$ cat src/rtl/ahb_pkg.sv
// Shared AHB-Lite encodings and widths used by the multilayer interconnect blocks.
package ahb_pkg;

    localparam int unsigned HADDR_W = 32;

    localparam logic [1:0] HTRANS_IDLE   = 2'b00;
    localparam logic [1:0] HTRANS_BUSY   = 2'b01;
    localparam logic [1:0] HTRANS_NONSEQ = 2'b10;
    localparam logic [1:0] HTRANS_SEQ    = 2'b11;

    localparam logic HRESP_OKAY  = 1'b0;
    localparam logic HRESP_ERROR = 1'b1;

    localparam logic [2:0] HBURST_SINGLE = 3'b000;
    localparam logic [2:0] HBURST_INCR   = 3'b001;
    localparam logic [2:0] HBURST_WRAP4  = 3'b010;
    localparam logic [2:0] HBURST_INCR4  = 3'b011;
    localparam logic [2:0] HBURST_WRAP8  = 3'b100;
    localparam logic [2:0] HBURST_INCR8  = 3'b101;
    localparam logic [2:0] HBURST_WRAP16 = 3'b110;
    localparam logic [2:0] HBURST_INCR16 = 3'b111;

    typedef enum logic {StIdle, StOwned} arb_state_e;

    // NONSEQ and SEQ carry a real transfer into the data phase.
    function automatic logic trans_active(input logic [1:0] trans);
        return (trans == HTRANS_NONSEQ) || (trans == HTRANS_SEQ);
    endfunction

endpackage

$ cat src/rtl/rr_arbiter.sv
// Combinational round-robin pick: first set request at or above ptr, wrapping around.
module rr_arbiter #(
    parameter int unsigned N    = 2,
    parameter int unsigned PtrW = (N > 1) ? $clog2(N) : 1
) (
    input  logic [N-1:0]    req,
    input  logic [PtrW-1:0] ptr,
    output logic [N-1:0]    grant,
    output logic [PtrW-1:0] grant_idx,
    output logic            valid
);

    always_comb begin
        int unsigned     idx;
        logic [PtrW-1:0] sel;
        grant     = '0;
        grant_idx = '0;
        valid     = 1'b0;
        idx       = 0;
        sel       = '0;
        for (int unsigned off = 0; off < N; off++) begin
            idx = (32'(ptr) + off) % N;
            sel = PtrW'(idx);
            if (!valid && req[sel]) begin
                valid      = 1'b1;
                grant[sel] = 1'b1;
                grant_idx  = sel;
            end
        end
    end

endmodule

$ cat src/rtl/ahb_slave_arbiter.sv
// Per-slave arbitration stage: round-robin grant of the slave port among master layers,
// address/control mux for the owner and data-phase routing of write data and responses.
module ahb_slave_arbiter
    import ahb_pkg::*;
#(
    parameter int unsigned NUM_MASTERS = 2,
    parameter int unsigned DATA_W      = 32
) (
    input  logic                            i_hclk,
    input  logic                            i_hresetn,
    input  logic [NUM_MASTERS-1:0]          i_hsel,
    input  logic [HADDR_W*NUM_MASTERS-1:0]  i_haddr,
    input  logic [2*NUM_MASTERS-1:0]        i_htrans,
    input  logic [NUM_MASTERS-1:0]          i_hwrite,
    input  logic [3*NUM_MASTERS-1:0]        i_hsize,
    input  logic [3*NUM_MASTERS-1:0]        i_hburst,
    input  logic [NUM_MASTERS-1:0]          i_hmastlock,
    input  logic [DATA_W*NUM_MASTERS-1:0]   i_hwdata,
    input  logic                            i_hreadyout,
    input  logic                            i_hresp,
    output logic                            o_hsel,
    output logic [HADDR_W-1:0]              o_haddr,
    output logic [1:0]                      o_htrans,
    output logic                            o_hwrite,
    output logic [2:0]                      o_hsize,
    output logic [2:0]                      o_hburst,
    output logic                            o_hmastlock,
    output logic [DATA_W-1:0]               o_hwdata,
    output logic                            o_hready,
    output logic [NUM_MASTERS-1:0]          o_addr_ack,
    output logic [NUM_MASTERS-1:0]          o_hready_m,
    output logic [NUM_MASTERS-1:0]          o_hresp_m
);

    localparam int unsigned PtrW = (NUM_MASTERS > 1) ? $clog2(NUM_MASTERS) : 1;

    arb_state_e               state;
    logic [NUM_MASTERS-1:0]   addr_owner;
    logic [NUM_MASTERS-1:0]   data_owner;
    logic [PtrW-1:0]          rr_ptr;

    logic [NUM_MASTERS-1:0]   req;
    logic [NUM_MASTERS-1:0]   rr_grant;
    logic [PtrW-1:0]          rr_idx;
    logic                     rr_valid;

    logic                     owner_valid;
    logic                     own_sel;
    logic [HADDR_W-1:0]       own_addr;
    logic [1:0]               own_trans;
    logic                     own_write;
    logic [2:0]               own_size;
    logic [2:0]               own_burst;
    logic                     own_lock;
    logic [DATA_W-1:0]        data_wdata;
    logic                     hold;

    always_comb begin
        for (int m = 0; m < int'(NUM_MASTERS); m++) begin
            req[m] = i_hsel[m] && (i_htrans[2*m +: 2] == HTRANS_NONSEQ);
        end
    end

    rr_arbiter #(
        .N    (NUM_MASTERS),
        .PtrW (PtrW)
    ) u_rr_arbiter (
        .req       (req),
        .ptr       (rr_ptr),
        .grant     (rr_grant),
        .grant_idx (rr_idx),
        .valid     (rr_valid)
    );

    // Owners are one-hot, so a plain overwrite per set bit is a mux.
    always_comb begin
        own_sel    = 1'b0;
        own_addr   = '0;
        own_trans  = HTRANS_IDLE;
        own_write  = 1'b0;
        own_size   = '0;
        own_burst  = '0;
        own_lock   = 1'b0;
        data_wdata = '0;
        for (int m = 0; m < int'(NUM_MASTERS); m++) begin
            if (addr_owner[m]) begin
                own_sel   = i_hsel[m];
                own_addr  = i_haddr[HADDR_W*m +: HADDR_W];
                own_trans = i_htrans[2*m +: 2];
                own_write = i_hwrite[m];
                own_size  = i_hsize[3*m +: 3];
                own_burst = i_hburst[3*m +: 3];
                own_lock  = i_hmastlock[m];
            end
            if (data_owner[m]) begin
                data_wdata = i_hwdata[DATA_W*m +: DATA_W];
            end
        end
    end

    assign owner_valid = (state == StOwned);

    // Bursts in flight and locked sequences (even across deselected gaps) keep the port.
    assign hold = owner_valid &&
                  (own_lock || (own_sel && (own_trans == HTRANS_BUSY || own_trans == HTRANS_SEQ)));

    assign o_hsel      = owner_valid && own_sel;
    assign o_htrans    = o_hsel ? own_trans : HTRANS_IDLE;
    assign o_haddr     = own_addr;
    assign o_hwrite    = own_write;
    assign o_hsize     = own_size;
    assign o_hburst    = own_burst;
    assign o_hmastlock = own_lock;
    assign o_hwdata    = data_wdata;
    assign o_hready    = i_hreadyout;
    assign o_addr_ack  = addr_owner & {NUM_MASTERS{o_hsel && i_hreadyout}};
    assign o_hready_m  = ~data_owner | {NUM_MASTERS{i_hreadyout}};
    assign o_hresp_m   = data_owner & {NUM_MASTERS{i_hresp}};

    always_ff @(posedge i_hclk or negedge i_hresetn) begin
        if (!i_hresetn) begin
            state      <= StIdle;
            addr_owner <= '0;
            data_owner <= '0;
            rr_ptr     <= '0;
        end else if (i_hreadyout) begin
            data_owner <= (o_hsel && trans_active(o_htrans)) ? addr_owner : '0;
            if (!hold) begin
                if (rr_valid) begin
                    state      <= StOwned;
                    addr_owner <= rr_grant;
                    rr_ptr     <= (rr_idx == PtrW'(NUM_MASTERS - 1)) ? '0 : rr_idx + 1'b1;
                end else begin
                    state      <= StIdle;
                    addr_owner <= '0;
                end
            end
        end
    end

endmodule

$ cat config.mk
export PLATFORM = sky130hd
export DESIGN_NAME = ahb_slave_arbiter
export DESIGN_NICKNAME = d
export VERILOG_FILES = /design/src/rtl/ahb_pkg.sv /design/src/rtl/rr_arbiter.sv /design/src/rtl/ahb_slave_arbiter.sv
export SDC_FILE = /design/constraint.sdc
export NUM_CORES = 1
export LEC_CHECK = 0
export CAP_MARGIN = 30
export CORE_AREA = 2 2 92 94
export DETAILED_ROUTE_END_ITERATION = 10
export DIE_AREA = 0 0 94 96
export DONT_BUFFER_PORTS = 1
export MAX_ROUTING_LAYER = met4
export PLACE_DENSITY_LB_ADDON = 0.1
export SLEW_MARGIN = 20
export SYNTH_ARGS = -nofsm -noshare
export SYNTH_HDL_FRONTEND = slang
export SYNTH_SLANG_ARGS = --single-unit
$ cat constraint.sdc
create_clock -name i_hclk -period 1.55 [get_ports i_hclk]
set_input_delay 0.465 -clock i_hclk [delete_from_list [all_inputs] [get_ports i_hclk]]
set_output_delay 0.465 -clock i_hclk [all_outputs]
set_load 0.03 [all_outputs]
; ---- After elaboration in Yosys (flattened, before gate mapping)
; Index checks and enable logic that the tools add are counted.
[totals]
register_bits = 6
input_bits = 154
out_inout_bits = 82
word_cells = 73
[classes]
addsub = 2
order_cmp = 4
n_eq_ne = 6
mux = 35
bitwise = 6
n_reduce_logical = 16
[op_table]
columns = cell, count
row1 = $mux 32, 4
row2 = $mux 1, 18
row3 = $mux 2, 7
row4 = $mux 3, 4
row5 = $eq 2x2->1 const B, 5
row6 = $logic_and 1x1->1, 10
row7 = $and 2x2->2, 2
row8 = $lt 1x2->1 const B, 2
row9 = $or 2x2->2, 2
row10 = $logic_or 1x1->1, 3
row11 = $reduce_and 3->1, 1
row12 = $add 1x1->1 const B, 2
row13 = $demux 1 s1, 2
row14 = $eq 2x1->1 const B, 1
row15 = $ge 1x1->1 const B, 2
row16 = $not 2->2, 1
row17 = $reduce_and 2->1, 1
row18 = $logic_not 1->1, 1
row19 = $not 1->1, 1

; ---- Logic depth before layout (Yosys ltp)
; Gate-level depths: netlist (run 1).
[depth]
ltp_word = 10
mapped_depth = 5
depth_no_buf = 4

; ---- Hierarchy
; Synthesis (run 1) repeated with hierarchy kept, for this count alone.
[hier_totals]
cells_unflattened = 143
hier_area_um2 = 1166.1
[modules_own_cells]
columns = module, n_inst, cells_per_inst, area_each_um2, seq_area_each_um2
row1 = ahb_slave_arbiter, 1, 138, 1133.6, 150.1
row2 = rr_arbiter, 1, 5, 32.5, 0.0

; ---- Worst setup path after synthesis (run 1)
; Ideal clock, no wire load.
[synth_path]
kind = register to output
start = register addr_owner[1]
end = output port o_haddr[28]
arrival_ns = 1.472
t_required_ns = 1.085
slack_ns = -0.387
path_stages_with_launch = 4
n_path_buf = 2
cell_sequence = dfrtp_1 buf_2 clkbuf_1 o21ai_0
[synth_between]
elab_chain_cells = 1
[synth_lines]
columns = item, line
row1 = from (decl), ahb_slave_arbiter.sv:38  ; logic [NUM_MASTERS-1:0] addr_owner;
row2 = from (signal assigned), ahb_slave_arbiter.sv:131  ; addr_owner <= rr_grant;
row3 = $mux 32, ahb_slave_arbiter.sv:86  ; if (addr_owner[m]) begin
row4 = to (decl), ahb_slave_arbiter.sv:22  ; output logic [HADDR_W-1:0] o_haddr,
; No other way between the ends.

; ---- Worst setup path after layout (run 1)
[layout_path]
start = register addr_owner[1]
end = output port o_haddr[23]
; Same word-level chain as after synthesis.

==> impl_metrics.toml, run 1 <==
[run_status]
outcome = "finished, violations left"
failed_checks = "setup timing"

[layout]
fillers = 781
highest_count_cells_in_the_layout_ignoring_fill_and_taps = "65 x sky130_fd_sc_hd__a22o_4, 23 x sky130_fd_sc_hd__buf_6, 12 x sky130_fd_sc_hd__buf_4, 9 x sky130_fd_sc_hd__buf_12"
layout.cells.most_common = "sky130_fd_sc_hd__a22o_4"
layout-drive-gt1-share_pct = 83.9
instances_no_fill = 279
finish.net_count = 329
antenna_cell_count = 0
layout-area-overhead-vs-synth_pct = 137
final_util_pct = 32.5

[clock_network]
clk-insertion-delay-late_ns = 0.23
cts_root_buffer = "sky130_fd_sc_hd__clkbuf_8"
cts.htree.levels = 1
tritoncts_num_sinks = 6
clkTransAtPathRegs_ns = 0.04
number_of_clock_buffers_inserted_by_tritoncts = 3
cts_tree = "done"
clk_path_buf_depth = 2

[critical_path]
crit_path_cell_trace = "buf_6 -> nor2b_4 -> buf_12 -> a22o_4"
critPathKind = "register to output port"
critical_path.reg2reg.endpoint = "owner_valid"
end_kind = "output port"
rrSetupSlack_ns = -0.09
worst_ep_required_time_ns = 1.08
critical_path.startpoint_type = "register"
critical_path.slowest_cell = "sky130_fd_sc_hd__dfrtp_1"
worstRegToRegCells = 7
worstSetupStartpoint = "addr_owner[1]"
data_arrival_at_the_endpoint_of_the_critical_path_ns = 1.40
r2r-start = "addr_owner[1]"
critical_path_sink = "o_haddr[23]"
timing.critical_path.fanout_max = 31
peak_per_stage_delay_on_the_critical_path_ns = 0.39

[timing]
finalMaxSlewViolations = 0
max-slew-margin-rel_pct = 74.7
worst_tran_pin_value_ns = 0.380
timing.setup.tns_ns = -19.51
layout_worst_path_cycle_share_pct = 120
final.setup_skew_ns = 0.00264
hold_viol = 0
finalWorstPathRequiredPeriod_ns = 1.87
rsz_0062_raised_after_global_routing = "yes"
report.final.setup_viol = 82
final_worst_setup_slack_ns = -0.318
clock.fmax_ghz = 0.535

[synth]
post_synth_num_cell_types = 27
area_of_the_mapped_netlist_um2 = 1110
synth_top_cell_by_area = "sky130_fd_sc_hd__a22o_1"
synth_ff_type = "sky130_fd_sc_hd__dfrtp_1"
async_reset_ff_share_pct = 100
syn_avg_cell_area_um2 = 8.13
ys_ff_latch = 6
nets_in_the_synthesized_netlist = 290
seq_area_frac_synth_pct = 13.6
number_of_flops_mapped_to_enable_cells_by_yosys = 0
post_synthesis_cells = 136
yosys-top-cells-area = "sky130_fd_sc_hd__a22o_1 55%, sky130_fd_sc_hd__dfrtp_1 14%, sky130_fd_sc_hd__clkbuf_1 4.4%"
synth.top_cell.area_share_pct = 55.4
yosysWarningCount = 0

[route]
drt.antenna.violating_nets = 0
wire_per_inst_um = 23.7
remaining_drc_errors = 0
detailedRoute.firstIterationViolations = 17
routed_wl_mm = 6.62
vias = 1488
routed_via_density = 5.33
drtPass1Iterations = 4

[global_route]
pin_count_of_the_biggest_net_entering_global_routing = 32
initial_antenna_violation_count = 0
grt.total_usage_pct = 11.9
grt_first_pass_wirelength_mm = 7.80
number_of_global_route_vias_before_repair = 1449
grt-ovfl-total = 0

[floorplanning]
coreArea_um2 = 8050
ioPinCount = 236
die_w_um = 94
die_h_um = 96
start_util_pct = 13.7
floorplan.die_area_um2 = 9020
floorplan.rows = 33

[placement]
pre_cts_ws_ns = -0.209
io_buffer_count = 0
placed_cells = 247
detailed_place_hpwl_mm = 4.59
place.gp.congestion = 0.718

[power_and_ir_drop]
post-layout-total-power_mw = 1.02
leakage_nw = 1.23
power_density_nw_per_um2 = 391
combinationalPowerShare_pct = 57.1
switching_share_pct = 40.9
net-switching-power_uw = 418
max-vdd-ir-drop_v = 0.000249
seqPwrFrac_pct = 17.9
clockPowerShare_pct = 25.0
intPower_uw = 604

[run]
cap_viol_max_count = 0

[min_path]
hold_path_class = "input pin to register"
-- logic make-up after synthesis --
kind of cell           synth area share, %
muxes                                 1.36
and+or+nand+nor                       14.5
DFF                                   13.6
buffers and inverters                 7.01
AOI/OAI and AO/OA                     63.6
-- metrics by stage --
step	hold WS, ns	area (um2)
after floorplan	0.169	1470
after global placement	0.170	1760
final	0.410	2620
after global routing	0.422	2620
after CTS	0.397	2270
after detailed placement	0.170	1760
-- layout make-up --
class,instances,area (um2),area share [%]
multi-input cells,111,1610,61.6
repair buffers,51,664,25.4
flip-flops and latches,6,151,5.78
well taps,105,131,5.02
clock buffers,4,45.0,1.72
inverters,2,12.5,0.478
-- synthesized netlist by cell type (2+ instances only) --
cell type,count
sky130_fd_sc_hd__a22o_1,70
sky130_fd_sc_hd__clkbuf_1,13
sky130_fd_sc_hd__nand2_1,8
sky130_fd_sc_hd__dfrtp_1,6
sky130_fd_sc_hd__nand3_1,4
sky130_fd_sc_hd__o21ai_0,4
sky130_fd_sc_hd__nand3b_1,3
sky130_fd_sc_hd__a21oi_1,2
sky130_fd_sc_hd__and2_1,2
sky130_fd_sc_hd__buf_2,2
sky130_fd_sc_hd__inv_1,2
sky130_fd_sc_hd__nand2b_1,2
sky130_fd_sc_hd__nor2_1,2
sky130_fd_sc_hd__nor2b_1,2
sky130_fd_sc_hd__o41ai_1,2
-- worst max-delay path: cells and delay by family, from the launching register on --
kind,cells,cell delay (ns)
AND/OR/NAND/NOR,1,0.17
buffers and inverters,2,0.37
AO/OA/AOI/OAI,1,0.21
flip-flops,1,0.39
-- layer usage --
metal  track usage, %  routed length [um]
met2             24.5                3920
met1             11.4                2040
met3             1.80                 589
met4             3.14                  63
met5                -                   0
-- worst min-delay path by stage --
stage                            from            end  slack, ns  cells past startpoint
after global routing      i_htrans[3]  data_owner[1]       0.42                      2
final                     i_htrans[3]  data_owner[1]       0.41                      2
after global placement      i_hresetn  data_owner[1]       0.17                      0
after CTS                 i_htrans[3]  data_owner[1]       0.40                      2
after detailed placement    i_hresetn  data_owner[1]       0.17                      0
after floorplan             i_hresetn      async pin       0.17                      0
-- power groups by stage --
stage / Clock [mW] / Combinational, mW / Sequential (mW)
floorplan: 0 / 0.335 / 0.184
global placement: 0 / 0.402 / 0.183
detailed placement: 0 / 0.403 / 0.183
CTS: 0.267 / 0.482 / 0.183
global route: 0.282 / 0.610 / 0.184
finish: 0.256 / 0.584 / 0.183
-- timing repair --
action                     CTS  global route
resized for setup           43            57
hold endpoints to repair     6             0
hold buffers                 1             0
cloned                       7             3
pin swaps                   16            15
setup endpoints to repair   82            82
setup buffers               14             7
Power figures use the tool's default switching activity.
==> run 2: changes to the inputs <==
SETUP_SLACK_MARGIN = 0.15   (was not set)
TNS_END_PERCENT = 30   (was not set)
==> run 2 against run 1 <==
  * The flow still finishes with violations (setup timing)
  * Flip-flop and latch count is the same
  * Maximum frequency is 2.6% higher
  * Hold slack worse by 0.023 ns
  * Via count is 7.9% lower
  * Final cell count down 8.6%
  * Register-to-register slack better by 0.04 ns
  * Clock skew up 0.0074 ns
  * First-iteration DRC count shrank 18%
  * Die area stayed put
  * Clock power about the same
  * Critical endpoint is now o_haddr[24]
==> impl_metrics.toml, run 2 (same netlist as run 1, synthesis figures left out) <==
[clock_network]
clkTransAtPathRegs_ns = 0.05
cts.htree.levels = 1
clk-insertion-delay-late_ns = 0.23
cts_tree = "done"
cts_root_buffer = "sky130_fd_sc_hd__clkbuf_8"
clk_path_buf_depth = 2
number_of_clock_buffers_inserted_by_tritoncts = 3
tritoncts_num_sinks = 6

[critical_path]
data_arrival_at_the_endpoint_of_the_critical_path_ns = 1.36
timing.critical_path.fanout_max = 25
rrSetupSlack_ns = -0.05
critical_path.startpoint_type = "register"
critPathKind = "register to output port"
end_kind = "output port"
worst_ep_required_time_ns = 1.08

[timing]
final.setup_skew_ns = 0.0100
rsz_0062_raised_after_global_routing = "yes"
worst_tran_pin_value_ns = 0.357
clock.fmax_ghz = 0.549
max-slew-margin-rel_pct = 76.2
finalMaxSlewViolations = 0
timing.setup.tns_ns = -17.00
hold_viol = 0
final_worst_setup_slack_ns = -0.271
finalWorstPathRequiredPeriod_ns = 1.82
report.final.setup_viol = 78
layout_worst_path_cycle_share_pct = 117

[placement]
place.gp.congestion = 0.666
pre_cts_ws_ns = -0.0372
detailed_place_hpwl_mm = 5.13
io_buffer_count = 0

[layout]
highest_count_cells_in_the_layout_ignoring_fill_and_taps = "65 x sky130_fd_sc_hd__a22o_4, 9 x sky130_fd_sc_hd__buf_6, 8 x sky130_fd_sc_hd__buf_4, 8 x sky130_fd_sc_hd__buf_12, 6 x sky130_fd_sc_hd__nand2_1"
finish.net_count = 305
fillers = 810
antenna_cell_count = 0
area.sequential_um2 = 154
layout-area-overhead-vs-synth_pct = 104
layout-drive-gt1-share_pct = 78.7
multi_input_comb_area_um2 = 1560
layout.cells.most_common = "sky130_fd_sc_hd__a22o_4"

[global_route]
number_of_global_route_vias_before_repair = 1429
pin_count_of_the_biggest_net_entering_global_routing = 26
initial_antenna_violation_count = 0
grt-ovfl-total = 0
grt.total_usage_pct = 11.0
grt_first_pass_wirelength_mm = 7.51

[floorplanning]
die_w_um = 94
ioPinCount = 236
floorplan.die_area_um2 = 9020
die_h_um = 96
floorplan.rows = 33
start_util_pct = 13.7
coreArea_um2 = 8050

[route]
vias = 1371
drtPass1Iterations = 4
detailedRoute.firstIterationViolations = 14
drt.antenna.violating_nets = 0
routed_wl_mm = 5.71
remaining_drc_errors = 0
routed_via_density = 5.38
wire_per_inst_um = 22.4

[power_and_ir_drop]
max-vdd-ir-drop_v = 0.000228
power_density_nw_per_um2 = 429
leakage_nw = 1.06
post-layout-total-power_uw = 968

[min_path]
hold_path_class = "input pin to register"

[run_status]
outcome = "finished, violations left"
failed_checks = "setup timing"

[run]
cap_viol_max_count = 0
-- run 2: changes by cell type in the layout (fill, tap and decap cells not counted), sizes merged --
cell    change
buf        -23
clkbuf      -1
-- run 2: timing repair --
item / in CTS / in global routing
hold buffers: 1 / 0
gates resized for setup: 13 / 4
hold endpoints to repair: 6 / 0
setup buffers: 0 / 3
cloned: 0 / 1
endpoints found under the setup margin: 85 / 85
pin swaps: 4 / 5
-- run 2: path summary, 6_finish.rpt --
check | start | end | cells after the start
setup / recovery | addr_owner[1] | o_haddr[24] | 3
hold / removal | i_htrans[3] | data_owner[1] | 2
setup reg to reg | addr_owner[1] | owner_valid | 5
hold reg to reg | register | addr_owner[1] | 2
max in group asynchronous | i_hresetn | addr_owner[0] | 1
min in group asynchronous | i_hresetn | addr_owner[1] | 1
-- run 2: routing by layer --
metal,track usage [%],vias to the layer above,wire (um)
li1,-,595,-
met2,21.9,142,3240
met1,11.6,632,1950
met3,1.57,2,504
met4,1.81,0,19
met5,-,-,0
-- run 2: area by class of cell --
type,count,share of cell area [%]
Inverter,2,0.444
Multi-Input combinational cell,111,69.1
Timing Repair Buffer,27,15.8
Clock buffer,4,2.00
Sequential cell,6,6.82
Tap cell,105,5.82
-- run 2: worst max-delay path, cell delays in order (launching register included) --
cell	delay, ns
sky130_fd_sc_hd__dfrtp_2	0.47
sky130_fd_sc_hd__buf_12	0.18
sky130_fd_sc_hd__buf_12	0.17
sky130_fd_sc_hd__a22o_4	0.30
-- run 2: metrics by stage --
| stage | hold slack [ns] | instances | area (um2) | utilization [%] |
|---|---|---|---|---|
| 6_report | 0.387 | 255 | 2260 | 28.0 |
| 3_5_place_dp | 0.170 | 246 | 2090 | 26.0 |
| 4_1_cts | 0.383 | 251 | 2190 | 27.2 |
| 3_3_place_gp | 0.170 | 246 | 2090 | 26.0 |
| 2_1_floorplan | 0.169 | 136 | 1870 | - |
| 5_1_grt | 0.383 | 255 | 2260 | 28.0 |
-- run 2: power by group --
| group | internal (mW) | total (mW) | switching [mW] |
|---|---|---|---|
| Combinational | 0.230 | 0.526 | 0.296 |
| Sequential | 0.172 | 0.189 | 0.0176 |
| Clock | 0.178 | 0.253 | 0.0754 |
==> run 3: changes to the inputs <==
CTS_BUF_LIST = sky130_fd_sc_hd__clkbuf_8   (was not set)
CTS_CLUSTER_SIZE = 10   (was not set)
==> run 3 against run 2 <==
  * The run still ends with setup timing left
  * Sequential power is essentially flat
  * Flip-flop and latch count did not move
  * Clock-buffer cell count shrank 1
  * Non-clock buffer count stayed put
  * Core utilization did not move
  * Setup slack got worse by 0.0010 ns
  * First-iteration DRC count unchanged
  * Global-route usage stayed put
  * Largest power group unchanged
==> impl_metrics.toml, run 3 (same netlist as run 1, synthesis figures left out) <==
[run_status]
outcome = "finished, violations left"
failed_checks = "setup timing"

[global_route]
grt_first_pass_wirelength_mm = 7.51
busiest_layer = "met2"
number_of_global_route_vias_before_repair = 1429
initial_antenna_violation_count = 0
groute.layer.met2.usage_pct = 21.9
grt-ovfl-total = 0
grt.total_usage_pct = 11.0
pin_count_of_the_biggest_net_entering_global_routing = 26
grtUsageMet1_pct = 11.6
globalRouteMet3Util_pct = 1.57

[layout]
antenna_cell_count = 0
final_util_pct = 28.0
fillers = 810
highest_count_cells_in_the_layout_ignoring_fill_and_taps = "65 x sky130_fd_sc_hd__a22o_4, 9 x sky130_fd_sc_hd__buf_6, 8 x sky130_fd_sc_hd__buf_4, 8 x sky130_fd_sc_hd__buf_12, 6 x sky130_fd_sc_hd__nand2_1"
layout-drive-gt1-share_pct = 78.7
finish.net_count = 305
layout-area-overhead-vs-synth_pct = 104
layout.cells.most_common = "sky130_fd_sc_hd__a22o_4"
area.sequential_um2 = 154
multi_input_comb_area_um2 = 1560

[power_and_ir_drop]
post-layout-total-power_uw = 962
max-vdd-ir-drop_v = 0.000228
leakage_nw = 1.06
power_density_nw_per_um2 = 427

[timing]
worst_tran_pin_value_ns = 0.357
finalMaxSlewViolations = 0
finalWorstPathRequiredPeriod_ns = 1.82
final_worst_setup_slack_ns = -0.272
report.final.setup_viol = 78
max-slew-margin-rel_pct = 76.2
final.setup_skew_ns = 0.0108
timing.hold.ws_ns = 0.386
rsz_0062_raised_after_global_routing = "yes"
hold_viol = 0
layout_worst_path_cycle_share_pct = 118
clock.fmax_ghz = 0.549

[clock_network]
clk_path_buf_depth = 2
clkTransAtPathRegs_ns = 0.05
tritoncts_num_sinks = 6
number_of_clock_buffers_inserted_by_tritoncts = 3
cts_tree = "done"
clk-insertion-delay-late_ns = 0.23
cts.htree.levels = 1
cts_root_buffer = "sky130_fd_sc_hd__clkbuf_8"

[critical_path]
critPathKind = "register to output port"
worstSetupStartpoint = "addr_owner[1]"
rrSetupSlack_ns = -0.05
peak_per_stage_delay_on_the_critical_path_ns = 0.47
timing.critical_path.fanout_max = 25
crit_path_cell_trace = "buf_12 -> buf_12 -> a22o_4"
worst_ep_required_time_ns = 1.08
critical_path_sink = "o_haddr[24]"
end_kind = "output port"
critical_path.reg2reg.endpoint = "owner_valid"
timing.critical_path.mode_cell = "sky130_fd_sc_hd__buf_12"
critical_path.slowest_cell = "sky130_fd_sc_hd__dfrtp_2"
worstRegToRegCells = 5
r2r-start = "addr_owner[1]"
critical_path.startpoint_type = "register"
data_arrival_at_the_endpoint_of_the_critical_path_ns = 1.36

[floorplanning]
die_h_um = 96
floorplan.rows = 33
coreArea_um2 = 8050
ioPinCount = 236
floorplan.die_area_um2 = 9020
start_util_pct = 13.7
die_w_um = 94

[min_path]
hold_path_class = "input pin to register"
min_path_cells = 2

[run]
cap_viol_max_count = 0

[placement]
detailed_place_hpwl_mm = 5.13
place.gp.congestion = 0.666
pre_cts_ws_ns = -0.0372
io_buffer_count = 0

[route]
routed_wl_mm = 5.72
drt.antenna.violating_nets = 0
routed_via_density = 5.38
remaining_drc_errors = 0
wire_per_inst_um = 22.4
vias = 1372
detailedRoute.firstIterationViolations = 14
drtPass1Iterations = 4
## run 3: cell types whose count changed in the layout (fill, tap and decap cells not counted)
| cell | delta |
|---|---|
| sky130_fd_sc_hd__inv_1 | +1 |
| sky130_fd_sc_hd__clkbuf_1 | -1 |
## run 3: layout make-up
cell class	instances	share of cell area [%]
Clock inverter	1	0.166
Clock buffer	3	1.83
Timing Repair Buffer	27	15.8
Tap cell	105	5.82
Inverter	2	0.444
Multi-Input combinational cell	111	69.1
Sequential cell	6	6.82
## run 3: repair_timing
action,4_1_cts,5_1_grt
pin swaps,4,5
hold buffers,1,0
setup endpoints to repair,85,85
endpoints found under the hold margin,6,0
buffers inserted,0,3
resized for setup,13,4
gates cloned,0,1
## run 3: worst min path at each step
stage                      from       endpoint
floorplan             i_hresetn      async pin
global placement      i_hresetn  data_owner[1]
detailed placement    i_hresetn  addr_owner[1]
CTS                 i_htrans[3]  data_owner[1]
global route        i_htrans[3]  data_owner[1]
finish              i_htrans[3]  data_owner[1]
## run 3: power breakdown
part / switching [mW] / internal [mW] / leakage [nW] / total, mW
Sequential: 0.0176 / 0.172 / 0.0743 / 0.189
Clock: 0.0763 / 0.171 / 0.0269 / 0.247
Combinational: 0.296 / 0.230 / 0.960 / 0.526
Total: 0.389 / 0.573 / 1.06 / 0.962
## run 3: per-layer routing
metal,share of wire (%),routed length (um)
met1,34,1950
met5,0,0
met3,8.8,504
met4,0.33,19
met2,57,3240
## run 3: critical path, delay by kind of cell (launching register included)
kind / cells / cell delay (ns)
buf+inv: 2 / 0.35
compound gates: 1 / 0.30
flops: 1 / 0.47
## run 3: per-stage QoR
stage	setup TNS, ns	instance area [um2]	cells
floorplan	-0.00127	1870	136
global route	-21.50	2260	255
global placement	-0.274	2090	246
finish	-17.08	2260	255
CTS	-18.37	2190	251
detailed placement	-0.901	2090	246
